--- src/rtl/trojan_pkg.sv ---
// Shared types for the PPM transmitter:
// frame FSM states and frame length helper.
package trojan_pkg;

   typedef enum logic [1:0] {
      IDLE  = 2'd0,
      PULSE = 2'd1,
      SPACE = 2'd2
   } state_e;

   function automatic int frame_len(
      input int sym_w,
      input int unit,
      input int gap
   );
      return (2 ** sym_w) * unit + gap;
   endfunction

endpackage

--- src/rtl/trojan_ppm_tx_if.sv ---
// Symbol stream in, modulated pin and
// status out, for the PPM transmitter.
interface trojan_ppm_tx_if #(
   parameter int SYM_W = 2,
   parameter int DEPTH = 8
);
   localparam int LW = $clog2(DEPTH) + 1;

   logic             enable;
   logic [SYM_W-1:0] sym;
   logic             out;
   logic             busy;
   logic             ovf;
   logic [LW-1:0]    level;

   modport master (
      output enable, sym,
      input  out, busy, ovf, level
   );

   modport slave (
      input  enable, sym,
      output out, busy, ovf, level
   );
endinterface

--- src/rtl/sym_fifo.sv ---
// In-order symbol FIFO; a push while full
// succeeds only if a pop happens on the same edge.
module sym_fifo #(
   parameter int SYM_W = 2,
   parameter int DEPTH = 8,
   localparam int AW = $clog2(DEPTH),
   localparam int LW = AW + 1
) (
   input  logic             clk,
   input  logic             rst,
   input  logic             push,
   input  logic             pop,
   input  logic [SYM_W-1:0] din,
   output logic [SYM_W-1:0] dout,
   output logic [LW-1:0]    level,
   output logic             full,
   output logic             empty
);

   logic [SYM_W-1:0] mem_q [DEPTH];
   logic [AW-1:0]    wr_q, wr_d;
   logic [AW-1:0]    rd_q, rd_d;
   logic [LW-1:0]    lvl_q, lvl_d;
   logic             do_push, do_pop;

   assign full    = (lvl_q == LW'(DEPTH));
   assign empty   = (lvl_q == '0);
   assign do_pop  = pop && !empty;
   assign do_push = push && (!full || do_pop);
   assign dout    = mem_q[rd_q];
   assign level   = lvl_q;

   always_comb begin
      wr_d  = wr_q;
      rd_d  = rd_q;
      lvl_d = lvl_q;
      if (do_push)
         wr_d = (wr_q == AW'(DEPTH - 1)) ? '0 : wr_q + AW'(1);
      if (do_pop)
         rd_d = (rd_q == AW'(DEPTH - 1)) ? '0 : rd_q + AW'(1);
      if (do_push && !do_pop)
         lvl_d = lvl_q + LW'(1);
      else if (do_pop && !do_push)
         lvl_d = lvl_q - LW'(1);
   end

   always_ff @(posedge clk or posedge rst) begin
      if (rst) begin
         wr_q  <= '0;
         rd_q  <= '0;
         lvl_q <= '0;
         for (int i = 0; i < DEPTH; i++)
            mem_q[i] <= '0;
      end else begin
         wr_q  <= wr_d;
         rd_q  <= rd_d;
         lvl_q <= lvl_d;
         if (do_push)
            mem_q[wr_q] <= din;
      end
   end

endmodule

--- src/rtl/trojan_ppm_tx.sv ---
// Drains buffered symbols onto one pin as
// pulse-width frames: high (sym+1)*UNIT, then low.
module trojan_ppm_tx
   import trojan_pkg::*;
#(
   parameter int SYM_W = 2,
   parameter int DEPTH = 8,
   parameter int UNIT  = 4,
   parameter int GAP   = 4
) (
   input logic             clk,
   input logic             rst_all,
   trojan_ppm_tx_if.slave  bus
);

   localparam int FRAME = frame_len(SYM_W, UNIT, GAP);
   localparam int CW    = $clog2(FRAME) + 1;
   localparam int LW    = $clog2(DEPTH) + 1;

   state_e           state_q, state_d;
   logic [CW-1:0]    cnt_q, cnt_d;
   logic [CW-1:0]    width_q, width_d;
   logic             out_q, ovf_q;
   logic             pop;
   logic [SYM_W-1:0] head;
   logic [LW-1:0]    lvl;
   logic             full, empty;

   sym_fifo #(
      .SYM_W (SYM_W),
      .DEPTH (DEPTH)
   ) u_fifo (
      .clk   (clk),
      .rst   (rst_all),
      .push  (bus.enable),
      .pop   (pop),
      .din   (bus.sym),
      .dout  (head),
      .level (lvl),
      .full  (full),
      .empty (empty)
   );

   always_comb begin
      state_d = state_q;
      cnt_d   = cnt_q + CW'(1);
      width_d = width_q;
      pop     = 1'b0;
      unique case (state_q)
         IDLE: begin
            cnt_d = '0;
            if (!empty) begin
               pop     = 1'b1;
               state_d = PULSE;
               width_d = (CW'(head) + CW'(1)) * CW'(UNIT);
            end
         end
         PULSE: begin
            if (cnt_q == width_q - CW'(1))
               state_d = SPACE;
         end
         SPACE: begin
            if (cnt_q == CW'(FRAME - 1)) begin
               cnt_d = '0;
               // next frame starts with no idle clock
               if (!empty) begin
                  pop     = 1'b1;
                  state_d = PULSE;
                  width_d = (CW'(head) + CW'(1)) * CW'(UNIT);
               end else begin
                  state_d = IDLE;
               end
            end
         end
         default: begin
            state_d = IDLE;
            cnt_d   = '0;
         end
      endcase
   end

   always_ff @(posedge clk or posedge rst_all) begin
      if (rst_all) begin
         state_q <= IDLE;
         cnt_q   <= '0;
         width_q <= '0;
         out_q   <= 1'b0;
         ovf_q   <= 1'b0;
      end else begin
         state_q <= state_d;
         cnt_q   <= cnt_d;
         width_q <= width_d;
         out_q   <= (state_d == PULSE);
         if (bus.enable && full && !pop)
            ovf_q <= 1'b1;
      end
   end

   assign bus.out   = out_q;
   assign bus.ovf   = ovf_q;
   assign bus.level = lvl;
   assign bus.busy  = (state_q != IDLE) || !empty;

endmodule

--- src/flat_wrapper.sv ---
// flat-port wrapper written by rule: the top's interface ports become plain ports
module trojan_ppm_tx_flat import trojan_pkg::*;
#(
   parameter int SYM_W = 2,
   parameter int DEPTH = 8,
   parameter int UNIT  = 4,
   parameter int GAP   = 4
)
  (clk, rst_all, bus_enable, bus_sym, bus_out, bus_busy, bus_ovf, bus_level);
  trojan_ppm_tx_if #(.SYM_W(SYM_W), .DEPTH(DEPTH)) bus_i ();
  input logic clk;
  input logic rst_all;
  input wire logic [$bits(bus_i.enable)-1:0] bus_enable;
  input wire logic [$bits(bus_i.sym)-1:0] bus_sym;
  output wire logic [$bits(bus_i.out)-1:0] bus_out;
  output wire logic [$bits(bus_i.busy)-1:0] bus_busy;
  output wire logic [$bits(bus_i.ovf)-1:0] bus_ovf;
  output wire logic [$bits(bus_i.level)-1:0] bus_level;
  assign bus_i.enable = bus_enable;
  assign bus_i.sym = bus_sym;
  assign bus_out = bus_i.out;
  assign bus_busy = bus_i.busy;
  assign bus_ovf = bus_i.ovf;
  assign bus_level = bus_i.level;
  trojan_ppm_tx #(.SYM_W(SYM_W), .DEPTH(DEPTH), .UNIT(UNIT), .GAP(GAP)) u_core (.clk(clk), .rst_all(rst_all), .bus(bus_i));
endmodule
--- config.mk ---
export PLATFORM = sky130hd
export DESIGN_NAME = trojan_ppm_tx_flat
export DESIGN_NICKNAME = d
export VERILOG_FILES = /design/src/rtl/trojan_pkg.sv /design/src/rtl/trojan_ppm_tx_if.sv /design/src/rtl/sym_fifo.sv /design/src/rtl/trojan_ppm_tx.sv /design/src/flat_wrapper.sv
export SDC_FILE = /design/constraint.sdc
export NUM_CORES = 1
export LEC_CHECK = 0
export CAP_MARGIN = 10
export CORE_UTILIZATION = 30
export CTS_BUF_LIST = sky130_fd_sc_hd__clkbuf_4
export CTS_CLUSTER_SIZE = 8
export DETAILED_ROUTE_END_ITERATION = 10
export GPL_ROUTABILITY_DRIVEN = 1
export PLACE_DENSITY = 0.49
export SYNTH_ARGS = -nofsm -noshare
export SYNTH_HDL_FRONTEND = slang
export SYNTH_SLANG_ARGS = --single-unit
--- constraint.sdc ---
create_clock -name clk -period 3.6 [get_ports clk]
set_input_delay 0.36 -clock clk [delete_from_list [all_inputs] [get_ports clk]]
set_output_delay 0.36 -clock clk [all_outputs]
set_load 0.02 [all_outputs]
### Yosys cells after proc, flatten, opt, wreduce, memory -nomap -nowiden

Cells that the tools add are included.

| cells by class | value |
|---|---|
| reductions and logical operators | 20 |
| eq/ne operators | 9 |
| add/sub/neg operators | 7 |
| mux-type cells | 23 |
| bitwise logic cells | 2 |
| order comparisons | 3 |

Operator list:

| operator | number |
|---|---|
| $pmux W6 S2 | 2 |
| $mux W6 | 3 |
| $bwmux W16 | 1 |
| $mux W2 | 6 |
| $ge A4 B4 Y1 const B | 2 |
| $mux W4 | 2 |
| $not A3 Y4 | 2 |
| $logic_and A1 B1 Y1 | 7 |
| $add A3 B1 Y3 const B | 2 |
| $add A6 B1 Y6 const B | 1 |
| $bmux W2 S3 | 1 |
| $demux W2 S3 | 1 |
| $eq A3 B3 Y1 const B | 2 |
| $eq A6 B5 Y1 const B | 1 |
| $eq A6 B6 Y1 | 1 |
| $mux W3 | 2 |
| $pmux W2 S3 | 1 |
| $reduce_bool A2 Y1 | 3 |
| $sub A6 B1 Y6 const B | 1 |
| $logic_not A1 Y1 | 5 |
| $add A4 B1 Y4 const B | 1 |
| $eq A2 B1 Y1 const B | 2 |
| $eq A4 B4 Y1 const B | 1 |
| $logic_not A4 Y1 | 1 |
| 10 further kinds | 13 |

| storage, ports and cells | value |
|---|---|
| output and inout port bits | 7 |
| word-level logic and storage cells | 80 |
| input bits | 5 |
| bits in registers | 42 |

### Logic depth before layout (Yosys ltp)

| logic depth | value |
|---|---|
| depth after elaboration | 11 |
| gate-level depth with buffers | 12 |
| gate-level depth less buffers | 12 |

### By module

Synthesis repeated with hierarchy kept, for this count alone.

| second synthesis, totals | value |
|---|---|
| cells, all modules | 187 |
| area total of the unflattened synthesis | 2257.2 um^2 |

By module, submodules not included:

| module | sequential area each (um^2) | area an instance (um^2) | cells an instance | instances |
|---|---|---|---|---|
| sym_fifo | 650.6 | 1471.4 | 109 | 1 |
| trojan_ppm_tx | 325.3 | 785.8 | 78 | 1 |

### Least setup slack after synthesis

Ideal clock, no wire load.

| timing | value |
|---|---|
| kind | register to register |
| start point | register u_core.u_fifo.lvl_q[0], in the netlist u_core.u_fifo.level[0] |
| end point | register u_core.u_fifo.lvl_q[3], in the netlist u_core.u_fifo.level[3] |
| setup time | 0.081 ns |
| stages on the path, launching flop included | 12 |
| arrival time | 2.934 ns |
| setup slack | 0.585 ns |
| clock period less this slack | 3.015 ns |
| path buffers | 0 |
| data required time | 3.519 ns |
| cells stage by stage | dfrtp_1 > or4b_4 > a311oi_4 > or2b_2 > inv_1 > ha_1 > inv_1 > ha_1 > a21o_1 > a21oi_1 > mux2i_1 > xnor2_1 |

| on the way | value |
|---|---|
| longest elaborated chain between the ends | 10 |
| elaborated cells on any way between the ends | 19 |
| classes of those cells | 2 x add/sub; 1 x eq/ne; 5 x mux; 11 x reduce/logical |

Ends and longest elaborated chain:

| element | RTL line | source |
|---|---|---|
| start, declared | sym_fifo.sv:23 | `logic [LW-1:0] lvl_q, lvl_d;` |
| start signal, assigned | sym_fifo.sv:57 | `lvl_q <= lvl_d;` |
| $logic_not A4 Y1 | sym_fifo.sv:27 | `assign empty = (lvl_q == '0);` |
| $mux W1 | trojan_ppm_tx.sv:52, trojan_ppm_tx.sv:66 |  |
| $mux W1 | trojan_ppm_tx.sv:63 | `if (cnt_q == CW'(FRAME - 1)) begin` |
| $pmux W1 S2 | trojan_ppm_tx.sv:49 | `unique case (state_q)` |
| $logic_and A1 B1 Y1 | sym_fifo.sv:28 | `assign do_pop = pop && !empty;` |
| $logic_or A1 B1 Y1 * | sym_fifo.sv:29 | `assign do_push = push && (!full \|\| do_pop);` |
| $logic_and A1 B1 Y1 * | sym_fifo.sv:29 |  |
| named net u_core.u_fifo.do_push | sym_fifo.sv:24 | `logic do_push, do_pop;` |
| $logic_not A1 Y1 | sym_fifo.sv:43 | `else if (do_pop && !do_push)` |
| $logic_and A1 B1 Y1 | sym_fifo.sv:43 |  |
| $reduce_bool A2 Y1 (no source line) | -- |  |

The timed path passes the listed nets; every way through them passes the cells marked *. The select of a mux whose other input is x is not followed.
A chain may end at the register's enable or synchronous reset.

### Final worst setup path

Same ends and word-level chain as after synthesis.

==> results.toml <==
[finish]
fin_nets = 215
diodes = 0
instances_no_fill = 292
nFillCells = 693
syn2layout_area_growth_pct = 15.1
regArea_um2 = 976
stdcell_area_mm2 = 0.00247
drive_gt1_share_pct = 23.5
multi_input_area_mm2 = 0.00112

[sta]
min_period_over_period_pct = 87.3
fin_ws_ns = 0.457
fmax_ghz = 0.318
period_needed_ns = 3.14
hold_violations = 0
slew_violations = 0
relSlewSlack_pct = 64.0
grt_setup_unrepaired = "false"
setup_viol = 0
fin_setup_tns_ns = 0
finClkSkew_ns = 0.00971
tightest_slew_ns = 0.533

[drt]
vias = 1375
viasPerCell = 4.71
route.detailed.drc = 0
antenna_left = 0
drt-total-wl_um = 3890
detail_route.wl_per_cell_um = 13.3
drt_iter0_markers = 57
first_pass_iters = 4

[yosys]
synth-seq-cells = 39
synthFlopType = "dfrtp_1"
async_reset_ff_share_pct = 100
synthesis.nets = 196
netlist_instances = 176
synth-edff-count = 0
netlist_area_mm2 = 0.00214
ys_types = 42
yosysSeqAreaShare_pct = 45.5
syn_avg_cell_area_um2 = 12.2
synth_warnings = 0

[floorplanning]
io_pins = 12
num_rows = 30
die_y_um = 86.6
core_area_mm2 = 0.00683
die_width_um = 86.6
initial_core_util_pct = 31.4
die_area_mm2 = 0.00749

[clocking]
cts_max_level = 2
cts_root_buffer = "clkbuf_4"
cts_buffer_depth = 2
clock-sinks = 39
cts_buffers = 5
clkLatencyLatePin_ns = 0.34
hold_buffers = 0
cts_resized = 0
cts_tree = "yes"
clk_pin_slew_ns = 0.13
cts_setup_buffers = 0

[hold_path]
hold_path.class = "input pin to async pin"

[placement]
routabilityCongestion = 0.758
io_buffers = 11
dp_slack_ns = 0.460
dp_cells = 284
dpl_cell_area_mm2 = 0.00239
hpwl_um = 2870

[global_route]
grt_max_degree = 40
grt_pass1_vias = 1411
grt_pass1_wl_um = 6810
antenna_found_initial = 0
grt_overflow = 0
grt.total_usage_pct = 12.0

[critical_path]
r2r_cells = 11
crit_fanout = 9
timing.rr.end = "u_core.u_fifo.level[3]$_DFFE_PP0P_"
critPathLaunch = "u_core.u_fifo.level[0]$_DFFE_PP0P_"
cp-endpoint = "u_core.u_fifo.level[3]$_DFFE_PP0P_"
critical_path_class = "flop to flop"
cp-end-kind = "flop"
r2r_start = "u_core.u_fifo.level[0]$_DFFE_PP0P_"
cp.required_ns = 3.88
reg2reg_slack_ns = 0.46
cp-start-kind = "flop"
cp.arrival_ns = 3.42

[power_and_ir_drop]
power_frac_comb_pct = 46.1
pwr-share-clk_pct = 14.4
switching_share_pct = 36.5
ir_drop_v = 0.000296
power.density_mw_per_mm2 = 851
internal-power_w = 0.00133
power.switching_w = 0.000765
power.share.sequential_pct = 39.5
leakage_nw = 1.04

[outcome]
status = "finished, final reports clean"

[job]
max-cap-violations = 0
## power by group through the flow
| stage | logic [W] | clock network [W] | registers, W |
|---|---|---|---|
| floorplan | 0.000741 | 0 | 0.000819 |
| detailed placement | 0.000982 | 0 | 0.000844 |
| finish | 0.000969 | 0.000301 | 0.000829 |
| global route | 0.00110 | 0.000338 | 0.000869 |
| CTS | 0.000987 | 0.000319 | 0.000833 |
| global placement | 0.000989 | 0 | 0.000840 |
## Yosys cell counts (2+ instances only)
library cell,instances,area share (%)
mux2i_1,2,0.93
ha_1,14,8.2
mux2_2,26,14
nor2_1,11,1.9
nand4_1,2,0.58
a21boi_0,2,0.70
nand2_1,6,1.1
dfrtp_1,39,46
mux4_2,4,4.2
nor3_1,4,0.93
o21ai_0,4,0.93
a21oi_1,5,1.2
or4_1,2,0.70
nor3b_1,2,0.70
inv_1,11,1.9
nand3_1,4,0.93
nor2b_1,2,0.58
nand3b_1,2,0.70
nor4b_1,2,0.82
xnor2_1,5,2.0
xor2_1,5,2.0
nand2b_1,2,0.58
## cells in the final DEF, fill, tap and decap left out, types with 2 or more instances in the layout
| master | n |
|---|---|
| or4_1 | 2 |
| nand3_1 | 4 |
| nand3b_1 | 2 |
| nor4b_1 | 2 |
| clkdlybuf4s50_1 | 11 |
| a21oi_1 | 5 |
| o21ai_0 | 4 |
| nor2_1 | 11 |
| mux2i_1 | 2 |
| clkbuf_4 | 5 |
| nand2b_1 | 2 |
| a21boi_0 | 2 |
| mux2_2 | 26 |
| ha_1 | 14 |
| xnor2_1 | 5 |
| dfrtp_1 | 39 |
| nor3_1 | 4 |
| nor3b_1 | 2 |
| mux4_2 | 4 |
| nand2_1 | 6 |
| xor2_1 | 5 |
| nand4_1 | 2 |
| inv_1 | 11 |
| nor2b_1 | 2 |
| buf_4 | 2 |
## routing by layer
| layer | track usage (%) | vias to the layer above | wire length (µm) |
|---|---|---|---|
| met5 | 0 | - | 0 |
| met2 | 19.6 | 19 | 1860 |
| met1 | 15.6 | 671 | 1870 |
| met4 | 4.55 | 0 | 46 |
| li1 | - | 681 | - |
| met3 | 2.86 | 4 | 104 |
## worst max-delay path, cell delays in order, from the launching register on
cell      delay [ns]
dfrtp_1         0.49
or4b_4          0.58
a311oi_4        0.46
or2b_2          0.23
inv_1           0.05
ha_1            0.20
inv_1           0.12
ha_1            0.25
a21o_1          0.17
a21oi_1         0.16
mux2i_1         0.23
xnor2_1         0.13
## stage by stage
stage	power, W	util (%)	hold WS, ns
after global routing	0.00230	36.1	0.474
final	0.00210	36.1	0.430
after detailed placement	0.00183	34.9	0.453
after global placement	0.00183	34.9	0.437
after CTS	0.00214	36.1	0.435
after floorplan	0.00156	-	0.425
## cell families (layout without fill, tap and decap cells)
family | after synthesis | after routing | synth area share [%]
multiplexers | 32 | 32 | 18.8
AO/OA/AOI/OAI | 20 | 20 | 6.94
XOR/XNOR | 10 | 10 | 4.08
adder cells (fa/ha/maj) | 15 | 15 | 9.10
AND/OR/NAND/NOR | 48 | 48 | 13.5
buffers and inverters | 12 | 32 | 2.10
flip-flops | 39 | 39 | 45.5
## area by class of cell
| type | instances | area share, % |
|---|---|---|
| Clock buffer | 5 | 1.52 |
| Clock inverter | 3 | 1.77 |
| Inverter | 11 | 1.67 |
| Multi-Input combinational cell | 125 | 45.5 |
| Sequential cell | 39 | 39.6 |
| Tap cell | 96 | 4.87 |
| Timing Repair Buffer | 13 | 5.07 |
## state kept, by name, indices dropped and copies added (netlist names)
signal               count
u_core.bus.out           1
u_core.bus.ovf           1
u_core.cnt_q             6
u_core.state_q           2
u_core.u_fifo.level      4
u_core.u_fifo.mem_q     16
u_core.u_fifo.rd_q       3
u_core.u_fifo.wr_q       3
u_core.width_q           3
## how the worst min path moves through the flow
stage | from | endpoint | slack [ns] | cells past startpoint
detailed placement | u_core.cnt_q[0]$_DFF_PP0_ | u_core.cnt_q[0]$_DFF_PP0_ | 0.45 | 1
global placement | u_core.cnt_q[0]$_DFF_PP0_ | u_core.cnt_q[0]$_DFF_PP0_ | 0.44 | 1
global route | rst_all | u_core.cnt_q[1]$_DFF_PP0_ | 0.47 | 3
finish | rst_all | u_core.cnt_q[1]$_DFF_PP0_ | 0.43 | 3
floorplan | u_core.cnt_q[0]$_DFF_PP0_ | u_core.cnt_q[0]$_DFF_PP0_ | 0.43 | 1
CTS | rst_all | u_core.u_fifo.mem_q[13]$_DFFE_PP0P_ | 0.43 | 3
(Power assumes the default switching activity.)
